`src/rtl/alphabet_rank_pkg.sv`:
```
// alphabet_rank_pkg
//   Shared definitions for the alphabet rank engine:
//     - default sizing (feature width, beats per class, class count, score width)
//     - rank_state_e : engine phases ACCUM -> SCAN -> REPORT
//     - sat_add      : unsigned add clamped to 2**acc_w-1
//   sat_add works on a wide intermediate so one function serves any ACC_W;
//   callers cast the result down to their own score width.
package alphabet_rank_pkg;

    localparam int DEF_DATA_W  = 15;
    localparam int DEF_N_FEAT  = 21;
    localparam int DEF_N_CLASS = 26;
    localparam int DEF_ACC_W   = 20;

    // Wide enough that a + b never wraps for any score width used here.
    localparam int SAT_W = 64;

    typedef enum logic [1:0] {
        ACCUM  = 2'd0,
        SCAN   = 2'd1,
        REPORT = 2'd2
    } rank_state_e;

    function automatic logic [SAT_W-1:0] sat_add(input logic [SAT_W-1:0] a,
                                                 input logic [SAT_W-1:0] b,
                                                 input int               acc_w);
        logic [SAT_W-1:0] max_v;
        logic [SAT_W-1:0] sum;
        max_v = (SAT_W'(1) << acc_w) - SAT_W'(1);
        sum   = a + b;
        return (sum > max_v) ? max_v : sum;
    endfunction

endpackage

```
`src/rtl/score_ram.sv`:
```
// score_ram
//   Single-port synchronous RAM holding one accumulated score per class.
//   Write and read share one address; read data is registered (1-cycle latency).
//   Contents are not reset: every entry is rewritten before it is read.
// Ports
//   clk    in   1       clock
//   we     in   1       write enable
//   addr   in   ADDR_W  shared read/write address (must be < DEPTH)
//   wdata  in   WIDTH   write data
//   rdata  out  WIDTH   data at addr, one cycle after addr is presented
module score_ram
    import alphabet_rank_pkg::*;
#(
    parameter int DEPTH  = DEF_N_CLASS,
    parameter int WIDTH  = DEF_ACC_W,
    parameter int ADDR_W = $clog2(DEPTH)
) (
    input  logic              clk,
    input  logic              we,
    input  logic [ADDR_W-1:0] addr,
    input  logic [WIDTH-1:0]  wdata,
    output logic [WIDTH-1:0]  rdata
);

    logic [WIDTH-1:0] mem [DEPTH];
    logic [WIDTH-1:0] rdata_q;

    always_ff @(posedge clk) begin
        if (we) begin
            mem[addr] <= wdata;
        end
        rdata_q <= mem[addr];
    end

    assign rdata = rdata_q;

endmodule

```
`src/rtl/alphabet_rank_engine.sv`:
```
// alphabet_rank_engine
//   Streams X/Y feature beats, accumulates saturating |X-Y| per class into
//   score_ram, then scans the RAM and reports the lowest-score class.
//   Optional feature macro: TOP2_EN (adds runner-up tracking and the
//   SECOND_IDX / MARGIN ports). Default build leaves it undefined.
// Handshake: a beat transfers on a rising CLK edge where IN_VALID and IN_READY
//   are both high; IN_READY is high only in ACCUM, and IN_VALID outside ACCUM
//   is dropped, never buffered.
// Ports
//   CLK         in   1       clock
//   RST         in   1       synchronous active-high reset
//   IN_VALID    in   1       beat valid
//   IN_READY    out  1       beat accepted this cycle if IN_VALID
//   X, Y        in   DATA_W  measured / template feature (unsigned)
//   BUSY        out  1       high in SCAN and REPORT
//   OUT_VALID   out  1       one-cycle pulse, result fields just updated
//   BEST_IDX    out  IDX_W   lowest-score class
//   BEST_SCORE  out  ACC_W   lowest score
//   SECOND_IDX  out  IDX_W   runner-up class (TOP2_EN)
//   MARGIN      out  ACC_W   runner-up score minus best score (TOP2_EN)
//   DBG_STATE   out  2       current engine phase
module alphabet_rank_engine
    import alphabet_rank_pkg::*;
#(
    parameter  int DATA_W  = DEF_DATA_W,
    parameter  int N_FEAT  = DEF_N_FEAT,
    parameter  int N_CLASS = DEF_N_CLASS,
    parameter  int ACC_W   = DEF_ACC_W,
    localparam int IDX_W   = $clog2(N_CLASS)
) (
    input  logic              CLK,
    input  logic              RST,
    input  logic              IN_VALID,
    output logic              IN_READY,
    input  logic [DATA_W-1:0] X,
    input  logic [DATA_W-1:0] Y,
    output logic              BUSY,
    output logic              OUT_VALID,
    output logic [IDX_W-1:0]  BEST_IDX,
    output logic [ACC_W-1:0]  BEST_SCORE,
`ifdef TOP2_EN
    output logic [IDX_W-1:0]  SECOND_IDX,
    output logic [ACC_W-1:0]  MARGIN,
`endif
    output rank_state_e       DBG_STATE
);

    localparam int FEAT_W = $clog2(N_FEAT + 1);
    // Scan step c reads address c and compares data for address c-1; step
    // N_CLASS+1 only hands the finished result to the output registers.
    localparam int SCAN_W = $clog2(N_CLASS + 2);

    rank_state_e         state_q, state_d;
    logic                in_ready_q, in_ready_d;
    logic [FEAT_W-1:0]   feat_cnt_q, feat_cnt_d;
    logic [IDX_W-1:0]    class_cnt_q, class_cnt_d;
    logic [ACC_W-1:0]    acc_q, acc_d;
    logic [SCAN_W-1:0]   scan_cnt_q, scan_cnt_d;
    logic [ACC_W-1:0]    run_best_q, run_best_d;
    logic [IDX_W-1:0]    run_idx_q, run_idx_d;
    logic [ACC_W-1:0]    best_score_q, best_score_d;
    logic [IDX_W-1:0]    best_idx_q, best_idx_d;
    logic                out_valid_q, out_valid_d;
`ifdef TOP2_EN
    logic [ACC_W-1:0]    run_sec_q, run_sec_d;
    logic [IDX_W-1:0]    run_sec_idx_q, run_sec_idx_d;
    logic [IDX_W-1:0]    second_idx_q, second_idx_d;
    logic [ACC_W-1:0]    margin_q, margin_d;
`endif

    logic                fire;
    logic [DATA_W-1:0]   diff;
    logic [ACC_W-1:0]    acc_sum;
    logic [IDX_W-1:0]    cmp_idx;
    logic                ram_we;
    logic [IDX_W-1:0]    ram_addr;
    logic [ACC_W-1:0]    ram_rdata;

    assign fire    = IN_VALID && in_ready_q && (state_q == ACCUM);
    assign diff    = (X >= Y) ? (X - Y) : (Y - X);
    assign acc_sum = ACC_W'(sat_add(SAT_W'(acc_q), SAT_W'(diff), ACC_W));
    assign cmp_idx = IDX_W'(scan_cnt_q - SCAN_W'(1));

    score_ram #(
        .DEPTH  (N_CLASS),
        .WIDTH  (ACC_W),
        .ADDR_W (IDX_W)
    ) u_score_ram (
        .clk   (CLK),
        .we    (ram_we),
        .addr  (ram_addr),
        .wdata (acc_sum),
        .rdata (ram_rdata)
    );

    always_comb begin
        state_d      = state_q;
        feat_cnt_d   = feat_cnt_q;
        class_cnt_d  = class_cnt_q;
        acc_d        = acc_q;
        scan_cnt_d   = scan_cnt_q;
        run_best_d   = run_best_q;
        run_idx_d    = run_idx_q;
        best_score_d = best_score_q;
        best_idx_d   = best_idx_q;
        out_valid_d  = 1'b0;
`ifdef TOP2_EN
        run_sec_d     = run_sec_q;
        run_sec_idx_d = run_sec_idx_q;
        second_idx_d  = second_idx_q;
        margin_d      = margin_q;
`endif
        ram_we   = 1'b0;
        ram_addr = class_cnt_q;

        case (state_q)
            ACCUM: begin
                if (fire) begin
                    if (feat_cnt_q == FEAT_W'(N_FEAT - 1)) begin
                        // Last beat of the class: store acc+diff, start next class.
                        ram_we     = 1'b1;
                        acc_d      = '0;
                        feat_cnt_d = '0;
                        if (class_cnt_q == IDX_W'(N_CLASS - 1)) begin
                            class_cnt_d = '0;
                            state_d     = SCAN;
                            scan_cnt_d  = '0;
                            run_best_d  = '1;
                            run_idx_d   = '0;
`ifdef TOP2_EN
                            run_sec_d     = '1;
                            run_sec_idx_d = '0;
`endif
                        end else begin
                            class_cnt_d = class_cnt_q + IDX_W'(1);
                        end
                    end else begin
                        acc_d      = acc_sum;
                        feat_cnt_d = feat_cnt_q + FEAT_W'(1);
                    end
                end
            end

            SCAN: begin
                ram_addr   = (scan_cnt_q < SCAN_W'(N_CLASS)) ? IDX_W'(scan_cnt_q) : '0;
                scan_cnt_d = scan_cnt_q + SCAN_W'(1);
                if (scan_cnt_q >= SCAN_W'(1) && scan_cnt_q <= SCAN_W'(N_CLASS)) begin
                    // Strict less-than: on equal scores the earlier index stays.
                    if (ram_rdata < run_best_q) begin
`ifdef TOP2_EN
                        run_sec_d     = run_best_q;
                        run_sec_idx_d = run_idx_q;
`endif
                        run_best_d = ram_rdata;
                        run_idx_d  = cmp_idx;
                    end
`ifdef TOP2_EN
                    else if (ram_rdata < run_sec_q) begin
                        run_sec_d     = ram_rdata;
                        run_sec_idx_d = cmp_idx;
                    end
`endif
                end
                if (scan_cnt_q == SCAN_W'(N_CLASS + 1)) begin
                    state_d      = REPORT;
                    out_valid_d  = 1'b1;
                    best_score_d = run_best_q;
                    best_idx_d   = run_idx_q;
`ifdef TOP2_EN
                    second_idx_d = run_sec_idx_q;
                    margin_d     = run_sec_q - run_best_q;
`endif
                end
            end

            REPORT: begin
                state_d     = ACCUM;
                scan_cnt_d  = '0;
                feat_cnt_d  = '0;
                class_cnt_d = '0;
                acc_d       = '0;
            end

            default: begin
                state_d = ACCUM;
            end
        endcase

        // Registered ready keeps IN_READY low throughout reset.
        in_ready_d = (state_d == ACCUM);
    end

    always_ff @(posedge CLK) begin
        if (RST) begin
            state_q      <= ACCUM;
            in_ready_q   <= 1'b0;
            feat_cnt_q   <= '0;
            class_cnt_q  <= '0;
            acc_q        <= '0;
            scan_cnt_q   <= '0;
            run_best_q   <= '1;
            run_idx_q    <= '0;
            best_score_q <= '1;
            best_idx_q   <= '0;
            out_valid_q  <= 1'b0;
`ifdef TOP2_EN
            run_sec_q     <= '1;
            run_sec_idx_q <= '0;
            second_idx_q  <= '0;
            margin_q      <= '0;
`endif
        end else begin
            state_q      <= state_d;
            in_ready_q   <= in_ready_d;
            feat_cnt_q   <= feat_cnt_d;
            class_cnt_q  <= class_cnt_d;
            acc_q        <= acc_d;
            scan_cnt_q   <= scan_cnt_d;
            run_best_q   <= run_best_d;
            run_idx_q    <= run_idx_d;
            best_score_q <= best_score_d;
            best_idx_q   <= best_idx_d;
            out_valid_q  <= out_valid_d;
`ifdef TOP2_EN
            run_sec_q     <= run_sec_d;
            run_sec_idx_q <= run_sec_idx_d;
            second_idx_q  <= second_idx_d;
            margin_q      <= margin_d;
`endif
        end
    end

    assign IN_READY   = in_ready_q;
    assign BUSY       = (state_q != ACCUM);
    assign OUT_VALID  = out_valid_q;
    assign BEST_IDX   = best_idx_q;
    assign BEST_SCORE = best_score_q;
`ifdef TOP2_EN
    assign SECOND_IDX = second_idx_q;
    assign MARGIN     = margin_q;
`endif
    assign DBG_STATE  = state_q;

endmodule
```
`config.mk`:
```
export PLATFORM = sky130hd
export DESIGN_NAME = alphabet_rank_engine
export DESIGN_NICKNAME = d
export VERILOG_FILES = /design/src/rtl/alphabet_rank_pkg.sv /design/src/rtl/score_ram.sv /design/src/rtl/alphabet_rank_engine.sv
export SDC_FILE = /design/constraint.sdc
export NUM_CORES = 1
export LEC_CHECK = 0
export ABC_AREA = 1
export CORE_UTILIZATION = 44
export CTS_CLUSTER_SIZE = 14
export DETAILED_ROUTE_END_ITERATION = 7
export GPL_TIMING_DRIVEN = 0
export PLACE_DENSITY = 0.57
export SLEW_MARGIN = 0
export SYNTH_ARGS = -nofsm -noshare
export SYNTH_HDL_FRONTEND = slang
export SYNTH_HIERARCHICAL = 1
export SYNTH_SLANG_ARGS = --single-unit
```
`constraint.sdc`:
```
create_clock -name CLK -period 4.55 [get_ports CLK]
set_input_delay 0.91 -clock CLK [delete_from_list [all_inputs] [get_ports CLK]]
set_output_delay 0.91 -clock CLK [all_outputs]
set_load 0.005 [all_outputs]
```
==> flow_summary.ini, run 1 <==
[outcome]
outcome = finished clean

[timing]
finalCritPeriodShare = 0.9848
finalWorstSetupSlack_ps = 68.95
least_margin_pin_slew_ps = 1132
finalHoldWorstSlack_ps = 454.9
finalClockSkew_ps = 34.58
highest_clock_rate_mhz = 223.2
min_period_ps = 4481
fin_hold_viols = 0
setup_viol = 0
maxSlewViolCount = 0
timing.max_slew.rel_slack = 0.2423
grt_setup_unrepaired = true

[placement]
pre_cts_slack_ps = -1225
placement.cell_area_mm2 = 0.03087
place.detailed.hpwl_um = 55660
gp_routability_congestion = 0.8636
io_buffers = 61
post-place-cells = 4030

[synthesis]
syn-cell-area_mm2 = 0.02884
syn_avg_cell_area_um2 = 9.295
netlist.top_cell.by_area = edfxtp_1
cell_count_after_synthesis = 3103
synth.top_cells.by_area = edfxtp_1 54%, nand2_1 19%, dfxtp_1 7.6%
yosys.cell_types.count = 48
yosys.area.top_type_share = 0.5414
yosys_warnings = 6
net_count_after_synthesis = 3212
synth_seq_area_share = 0.6171
postSynthRegisterBits = 629

[critical_path]
setup.worst_path.start_class = input pin
timing.critical_path.slowest_stage_cell = nor2_1
cp_data_required_time_ps = 4810
critical_path.max_stage_delay_ps = 840
critPathCaptureType = flip-flop
path_cells = clkdlybuf4s50_1, inv_1, ha_1, buf_4, nand2_2, inv_2, nand2_2, nor4_4, nand4_2, nand3_4, inv_2, buf_6, nand2_2, o21ai_4, fa_2, buf_4, nor2_1, o21ai_2
critPathArrivalTime_ps = 4740
setup.worst_path.class = input pin to flip-flop
worst_reg2reg_setup_slack_ps = 180
timing.critical_path.mode_cell = nand2_2
cp_max_fo = 10

[global_route]
gr-total-overflow = 0
grt_antenna_before_repair = 1
largest_net_degree_at_the_start_of_global_routing = 28
globalRouteTotalUtil = 0.2657
grt_first_pass_wirelength_um = 130300
first_global_vias = 20790

[pwr]
power_density_mw_per_mm2 = 423.2
power.clock.fraction = 0.383
power.share.combinational = 0.148
net-switching-power_mw = 3.809
power_frac_seq = 0.469
power.static_leakage_nw = 14.49
design_power_total_mw = 14.59
vdd.ir_drop.worst_mv = 0.2279
cell_internal_power_mw = 10.78
sw_frac_of_total = 0.2611

[floorplan]
core.rowCount = 93
die_width_um = 258.0
core-area_mm2 = 0.06458
effective_utilization_at_floorplan = 0.4466
ports = 63
die_area_mm2 = 0.06658
floorplan.die.height_um = 258.0

[clocking]
cts_tree = done
clk_latency_ps = 610
clk_transition_reported_paths_ps = 60
ctsHoldBuffers = 0
cts.sink_count = 629
tritoncts.num_buffers = 69
cts-htree-levels = 3
clk_path_buf_depth = 3
clock-root-buffer = clkbuf_16

[routing]
drc_errors = 0
antenna_left = 0
wl_per_cell_um = 21.13
vias_per_cell = 5.280
route.vias.total = 22210
wirelength_um = 88850
drt_first_pass_iters = 7
first_iter_violations = 2021

[final_layout]
most-common-layout-cells = 1429 x nand2_1, 520 x edfxtp_1, 201 x nor2_1
fin_nets = 3406
layout.cells.most_common = nand2_1
finish.cell_count_without_fillers = 4206
post-route-cell-area_mm2 = 0.03447
synthToLayoutAreaGrowth_pct = 19.52
final_layout_size_suffix_gt1_frac = 0.1188

[min_path]
hold_class = flip-flop to flip-flop

[run]
timing.max_cap.violations = 0
## stage by stage
step | utilization | TNS [ps]
6_report | 0.5338 | 0
5_1_grt | 0.5337 | -3298
4_1_cts | 0.5267 | 0
3_5_place_dp | 0.4780 | -519130
3_3_place_gp | 0.4726 | -816260
2_1_floorplan | - | 0
## power groups by stage
stage / registers (mW) / clock network, mW / logic [mW]
6_report: 6.85 / 5.59 / 2.15
3_5_place_dp: 6.99 / 0 / 1.50
2_1_floorplan: 6.96 / 0 / 0.850
3_3_place_gp: 6.99 / 0 / 1.47
5_1_grt: 6.84 / 5.89 / 2.29
4_1_cts: 6.84 / 5.68 / 2.04
## worst max-delay path: cells and delay by family
family,cells,cell delay (ps)
compound gates,2,400
fa+ha+maj,2,630
simple gates,7,1630
buf+inv,7,1130
## state kept, by name, summed over array words and instances (netlist names), 20 cells and up
| signal | flops |
|---|---|
| u_score_ram/rdata | 20 |
| run_best_q | 20 |
| u_score_ram/mem | 520 |
| acc_q | 20 |
| BEST_SCORE | 20 |
## synthesized netlist by cell type, drive strengths merged
cell type / count
nand4: 28
nor2: 236
xor2: 23
o21bai: 7
nand2: 1468
nor3b: 1
a21boi: 2
dfxtp: 109
a31oi: 2
a221oi: 1
fa: 3
edfxtp: 520
clkinv: 2
o31ai: 1
nor3: 19
or2: 23
o21ai: 73
a21oi: 106
clkbuf: 54
buf: 74
nand3: 79
xnor2: 6
a21o: 2
a211oi: 2
o211ai: 4
ha: 73
o22ai: 1
inv: 178
nor4: 4
and2: 1
o22a: 1
## layer usage
metal  global-route usage  up-vias  wire length [um]
met5                    0        -                 0
met4               0.1223        0              4272
met3              0.03553      209              6807
met2               0.4284      927             41040
met1               0.3571    10550             36740
li1                     -    10520                 -
## logic make-up (layout without fill, tap and decap cells)
| family | count (synthesis) | after routing | share of synthesized area |
|---|---|---|---|
| AO/OA/AOI/OAI | 202 | 205 | 0.03766 |
| XOR/XNOR | 29 | 29 | 0.008806 |
| adder cells (fa/ha/maj) | 76 | 76 | 0.03375 |
| buffers and inverters | 308 | 534 | 0.04499 |
| flip-flops | 629 | 629 | 0.6171 |
| other | 0 | 1 | 0 |
| AND/OR/NAND/NOR | 1859 | 1877 | 0.2577 |
## what timing repair did
action / in CTS / in global routing
endpoints found under the setup margin: 549 / 811
gates resized for setup: 62 / 73
pin swaps: 12 / 23
buffers inserted: 18 / 8
cloned: 20 / 5
## worst paths after layout
check	endpoint	cells after the start	from
hold reg to reg	BEST_IDX[0]	2	BEST_IDX[0]
setup / recovery	u_score_ram/mem[15][2]	18	X[5]
setup reg to reg	u_score_ram/mem[10][11]	15	DBG_STATE[0]
hold / removal	BEST_IDX[0]	2	BEST_IDX[0]
## cell type report
| class | count | area, um2 |
|---|---|---|
| fill | 5729 | 30110 |
| timing repair buffer | 102 | 1250 |
| antenna | 1 | 2.502 |
| sequential | 629 | 17800 |
| clock buffer | 93 | 1951 |
| clock inverter | 31 | 325.3 |
| inverter | 180 | 681.9 |
| multi-input combinational | 2187 | 10750 |
| buffer | 128 | 641.9 |
| tap | 855 | 1070 |
(Power assumes the default switching activity.)
==> run 2, diff against run 1 <==
- GPL_ROUTABILITY_DRIVEN: not set -> 0
==> run 2 against run 1 <==
Effect of this change:
- sequential share of layout area is 0.23 points higher
- cell count is 0.17% lower
- combinational power rose by 2%
- clock power decreased by 3%
- via count up 0.13%
- core utilization is 0.24 points lower
- hold slack improved by 8.8 ps
- non-clock buffer count rose by 1
- fmax rose by 0.57%
- global-route usage decreased by 0.53 points
- first-iteration DRC count up 6.9%
- register-to-register slack worse by 80 ps
==> flow_summary.ini, run 2 (synthesis gave the netlist of run 1 again) <==
[floorplan]
core-area_mm2 = 0.06458
die_area_mm2 = 0.06658
ports = 63
die_width_um = 258.0
effective_utilization_at_floorplan = 0.4466
core.rowCount = 93
floorplan.die.height_um = 258.0

[final_layout]
final.fill_count = 5769
layout.cells.most_common = nand2_1
max_reg_flops = 520
fin_nets = 3401
finish.cell_count_without_fillers = 4199
postLayoutCoreUtil = 0.5314
synthToLayoutAreaGrowth_pct = 18.98
insertedDiodeCount = 0
most-common-layout-cells = 1433 x nand2_1, 520 x edfxtp_1, 202 x nor2_1
largest_reg_by_ff_count = u_score_ram/mem
final_layout_size_suffix_gt1_frac = 0.1151
seq_area_mm2 = 0.01780
multiInputGateArea_mm2 = 0.01067

[critical_path]
cp_data_required_time_ps = 4900
critPathCaptureType = flip-flop
critPathArrivalTime_ps = 4800
setup.worst_path.start_class = input pin
cp_max_fo = 10
setup.worst_path.class = input pin to flip-flop

[pwr]
power_density_mw_per_mm2 = 422.3
power.static_leakage_nw = 14.42
vdd.ir_drop.worst_mv = 0.2556

[routing]
route.vias.total = 22240
wl_per_cell_um = 21.07
wirelength_um = 88470
drc_errors = 0
first_iter_violations = 2160
drt_first_pass_iters = 6
antenna_left = 0
vias_per_cell = 5.295

[timing]
timing.max_slew.rel_slack = 0.2609
min_period_ps = 4456
least_margin_pin_slew_ps = 1106
highest_clock_rate_mhz = 224.4
maxSlewViolCount = 0
setup_viol = 0
finalClockSkew_ps = 19.73
fin_hold_viols = 0
grt_setup_unrepaired = true
finalCritPeriodShare = 0.9793

[global_route]
first_global_vias = 21150
globalRouteTotalUtil = 0.2604
gr-total-overflow = 0
grt_antenna_before_repair = 3
grt_first_pass_wirelength_um = 128800
largest_net_degree_at_the_start_of_global_routing = 28

[min_path]
hold_class = flip-flop to flip-flop

[placement]
post-place-cells = 4034
place.detailed.hpwl_um = 56230
io_buffers = 61

[run]
timing.max_cap.violations = 0

[clocking]
tritoncts.num_buffers = 68
clk_latency_ps = 620
ctsHoldBuffers = 0
clk_transition_reported_paths_ps = 50
cts.sink_count = 629
clock-root-buffer = clkbuf_16
cts-htree-levels = 3
cts_tree = done
clk_path_buf_depth = 3

[outcome]
outcome = finished clean
[run 2: cell types whose count changed in the layout (fill, tap and decap cells not counted), sizes merged]
cell / previous run / this run
nor2: 238 / 237
inv: 181 / 183
clkbuf: 148 / 147
nand3: 94 / 92
clkinvlp: 1 / 3
diode: 1 / 0
buf: 114 / 112
clkinv: 23 / 22
o21ai: 76 / 74
bufinv: 6 / 5
[run 2: final cells by class]
| cell class | count | area share |
|---|---|---|
| plain buffers | 128 | 0.01903 |
| clock inverters | 33 | 0.009224 |
| multi-input cells | 2182 | 0.3108 |
| well taps | 855 | 0.03117 |
| inverters | 180 | 0.01980 |
| repair buffers | 103 | 0.03704 |
| flip-flops and latches | 629 | 0.5186 |
| clock buffers | 89 | 0.05433 |
[run 2: per-layer routing]
| layer | track usage | routed length [um] |
|---|---|---|
| met1 | 0.3488 | 36770 |
| met3 | 0.03857 | 7089 |
| met4 | 0.09714 | 3211 |
| met5 | 0 | 27 |
| met2 | 0.4284 | 41380 |
[run 2: worst paths after layout]
check / startpoint / to / slack [ps] / cells after the start
worst min register to register: BEST_IDX[0] / BEST_IDX[0] / 460 / 2
worst min-delay path: BEST_IDX[0] / BEST_IDX[0] / 460 / 2
worst max-delay path: X[5] / u_score_ram/mem[8][2] / 90 / 27
worst max register to register: DBG_STATE[1] / u_score_ram/mem[7][4] / 100 / 14
[run 2: critical path, cell delays in order]
cell and delay [ps]:
clkdlybuf4s50_1 480, inv_1 50, ha_1 280, buf_6 120
nand2_2 70, inv_2 80, nand2_2 80, nor4_4 270
nand4_2 160, nand3_4 150, inv_2 60, buf_6 140
nand2_2 80, o21ai_4 90, fa_2 380, nand2_1 90
inv_2 50, nand2_1 70, nand3_2 100, nand2_2 80
nand2_2 90, nand3_4 90, nand2_4 80, nand2_8 130
buf_12 170, o21ai_4 180, clkbuf_16 240
[run 2: what timing repair did]
action                                  CTS  global route
pin swaps                                 9            23
resized for setup                        22           100
gates cloned                             11            10
hold endpoints to repair                  0             0
setup buffers                             7            15
endpoints found under the setup margin  531           697
[run 2: through the flow]
step | power [mW] | TNS [ps] | setup WS [ps] | area, um2 | hold WS, ps
after CTS | 14.28 | -39510 | -228.6 | 33480 | 468.3
after detailed placement | 8.575 | -509670 | -1269 | 30950 | 455.9
after floorplan | 7.812 | 0 | 477.2 | 28840 | 442.3
final | 14.49 | 0 | 94.36 | 34320 | 463.7
after global placement | 8.508 | -774370 | -1203 | 30520 | 449.0
after global routing | 14.94 | -4475 | -119.2 | 34320 | 493.5
[run 2: report_power, final]
group	leakage, nW	total [mW]	internal, mW	switching (mW)
registers	5.50	6.84	6.83	0.0176
clock network	1.07	5.45	3.19	2.26
logic	7.85	2.20	0.593	1.61
total	14.4	14.5	10.6	3.89
==> run 3, diff against run 2 <==
- CORE_MARGIN: not set -> 8
- CORE_UTILIZATION: 44 -> 35
- PLACE_DENSITY: 0.57 -> 0.47
- RECOVER_POWER: not set -> 25
==> run 3 against run 2 <==
Effect of this change:
- fmax is 0.69% lower
- sequential cell count stayed put
- clock skew is 2.6 ps higher
- critical endpoint is now u_score_ram/mem[3][16]
- wire length is 8.3% higher
- via count is 1.3% lower
- critical path depth is 19 lower
==> flow_summary.ini, run 3 (synthesis gave the netlist of run 1 again) <==
[routing]
first_iter_violations = 1761
wl_per_cell_um = 21.58
antenna_left = 0
drt_first_pass_iters = 5
route.vias.total = 21950
wirelength_um = 95830
drc_errors = 0
vias_per_cell = 4.944

[timing]
setup_viol = 0
grt_setup_unrepaired = true
setup_total_negative_slack_ps = 0
min_period_ps = 4487
timing.max_slew.rel_slack = 0.3093
maxSlewViolCount = 0
fin_hold_viols = 0
highest_clock_rate_mhz = 222.9
finalClockSkew_ps = 22.32
finalHoldWorstSlack_ps = 451.4
least_margin_pin_slew_ps = 1036
finalWorstSetupSlack_ps = 63.33
finalCritPeriodShare = 0.9861

[critical_path]
path_cells = inv_1, nor2_4, clkbuf_1, o21ai_0, nor3_2, clkinv_1, nor2_2, buf_16
critPathArrivalTime_ps = 4790
startpoint_of_the_lowest_slack_register_to_register_path = DBG_STATE[0]
timing.critical_path.slowest_stage_cell = nor2_2
critPathCaptureType = flip-flop
setup.worst_path.class = flip-flop to flip-flop
cp_data_required_time_ps = 4850
depth_of_the_worst_register_to_register_path = 8
setup.worst_path.start_class = flip-flop
cp_max_fo = 11
worst_reg2reg_setup_slack_ps = 60
critical_path.reg2reg.endpoint = u_score_ram/mem[3][16]
critical_path.max_stage_delay_ps = 950

[placement]
io_buffers = 61
placement.cell_area_mm2 = 0.03122
pre_cts_slack_ps = -1397
post-place-cells = 4247
place.detailed.hpwl_um = 59870

[min_path]
hold_class = flip-flop to flip-flop
hp-start = BEST_IDX[1]
worst_case_hold_path_end_point = BEST_IDX[1]
min_path_cells = 2

[final_layout]
synthToLayoutAreaGrowth_pct = 21.56
insertedDiodeCount = 0
finish.cell_count_without_fillers = 4440
post-route-cell-area_mm2 = 0.03506
layout.cells.most_common = nand2_1
fin_nets = 3428
final_layout_size_suffix_gt1_frac = 0.1231
final.fill_count = 7910
max_reg_flops = 520
most-common-layout-cells = 1423 x nand2_1, 520 x edfxtp_1, 206 x nor2_1
largest_reg_by_ff_count = u_score_ram/mem

[run]
timing.max_cap.violations = 0

[global_route]
global_route.peak_usage_layer = met2
groute.layer.met2.usage = 0.3372
gr-total-overflow = 0
grt.met1_usage = 0.2571
globalRouteTotalUtil = 0.1976
grtUsageMet3 = 0.02517
first_global_vias = 21620
grt_first_pass_wirelength_um = 135000
largest_net_degree_at_the_start_of_global_routing = 28
grt_antenna_before_repair = 2

[outcome]
outcome = finished clean

[clocking]
clock-root-buffer = clkbuf_16
tritoncts.num_buffers = 69
cts_tree = done
ctsHoldBuffers = 0
clk_path_buf_depth = 3
clk_transition_reported_paths_ps = 60
cts-htree-levels = 3
clk_latency_ps = 610
cts.sink_count = 629

[floorplan]
effective_utilization_at_floorplan = 0.3524
die_area_mm2 = 0.09185
die_width_um = 303.1
core.rowCount = 105
core-area_mm2 = 0.08185
ports = 63
floorplan.die.height_um = 303.1

[pwr]
power.static_leakage_nw = 14.57
vdd.ir_drop.worst_mv = 0.2450
power_density_mw_per_mm2 = 424.5
run 3: layout make-up:
cell class	count	area (um2)	area share
Sequential cell	629	17800	0.5076
Multi-Input combinational cell	2193	11010	0.3140
Buffer	127	620.6	0.01770
Timing Repair Buffer	119	1430	0.04079
Inverter	180	681.9	0.01945
Clock inverter	26	282.8	0.008066
Tap cell	1070	1339	0.03819
Clock buffer	96	1901	0.05421
run 3: worst max path at each step:
stage | from | end | slack [ps] | cells past startpoint
CTS | DBG_STATE[1] | u_score_ram/mem[23][8] | -10 | 13
finish | DBG_STATE[0] | u_score_ram/mem[3][16] | 60 | 8
global route | X[9] | acc_q[9] | -120 | 28
floorplan | X[5] | u_score_ram/mem[0][14] | 480 | 25
detailed placement | X[5] | u_score_ram/mem[20][12] | -1400 | 24
global placement | X[5] | u_score_ram/mem[20][12] | -1310 | 26
run 3: metrics by stage:
| step | total power [mW] | util |
|---|---|---|
| final | 14.88 | 0.4283 |
| after global routing | 15.38 | 0.4283 |
| after CTS | 14.49 | 0.4168 |
| after detailed placement | 8.601 | 0.3814 |
| after global placement | 8.559 | 0.3762 |
| after floorplan | 7.812 | - |
run 3: power by group:
part / switching, mW / internal, mW
clock: 2.23 / 3.25
sequential: 0.0173 / 6.82
combinational: 1.84 / 0.714
total: 4.09 / 10.8
run 3: worst max-delay path: cells and delay by family (launching register included):
family	cells	cell delay [ps]
AND/OR/NAND/NOR	3	1960
buffers and inverters	4	1460
flip-flops	1	380
AO/OA/AOI/OAI	1	370
run 3: per-layer routing:
layer  share of wire  wire (um)  vias up
li1                -          -    10570
met1            0.43      41470    10620
met2            0.48      45790      611
met3           0.053       5120      145
met4           0.036       3441        0
met5               0          0        -
run 3: timing repair:
item,4_1_cts,5_1_grt
pin swaps,13,24
cloned,14,17
buffers inserted,15,26
resized for setup,56,129
setup endpoints to repair,557,728
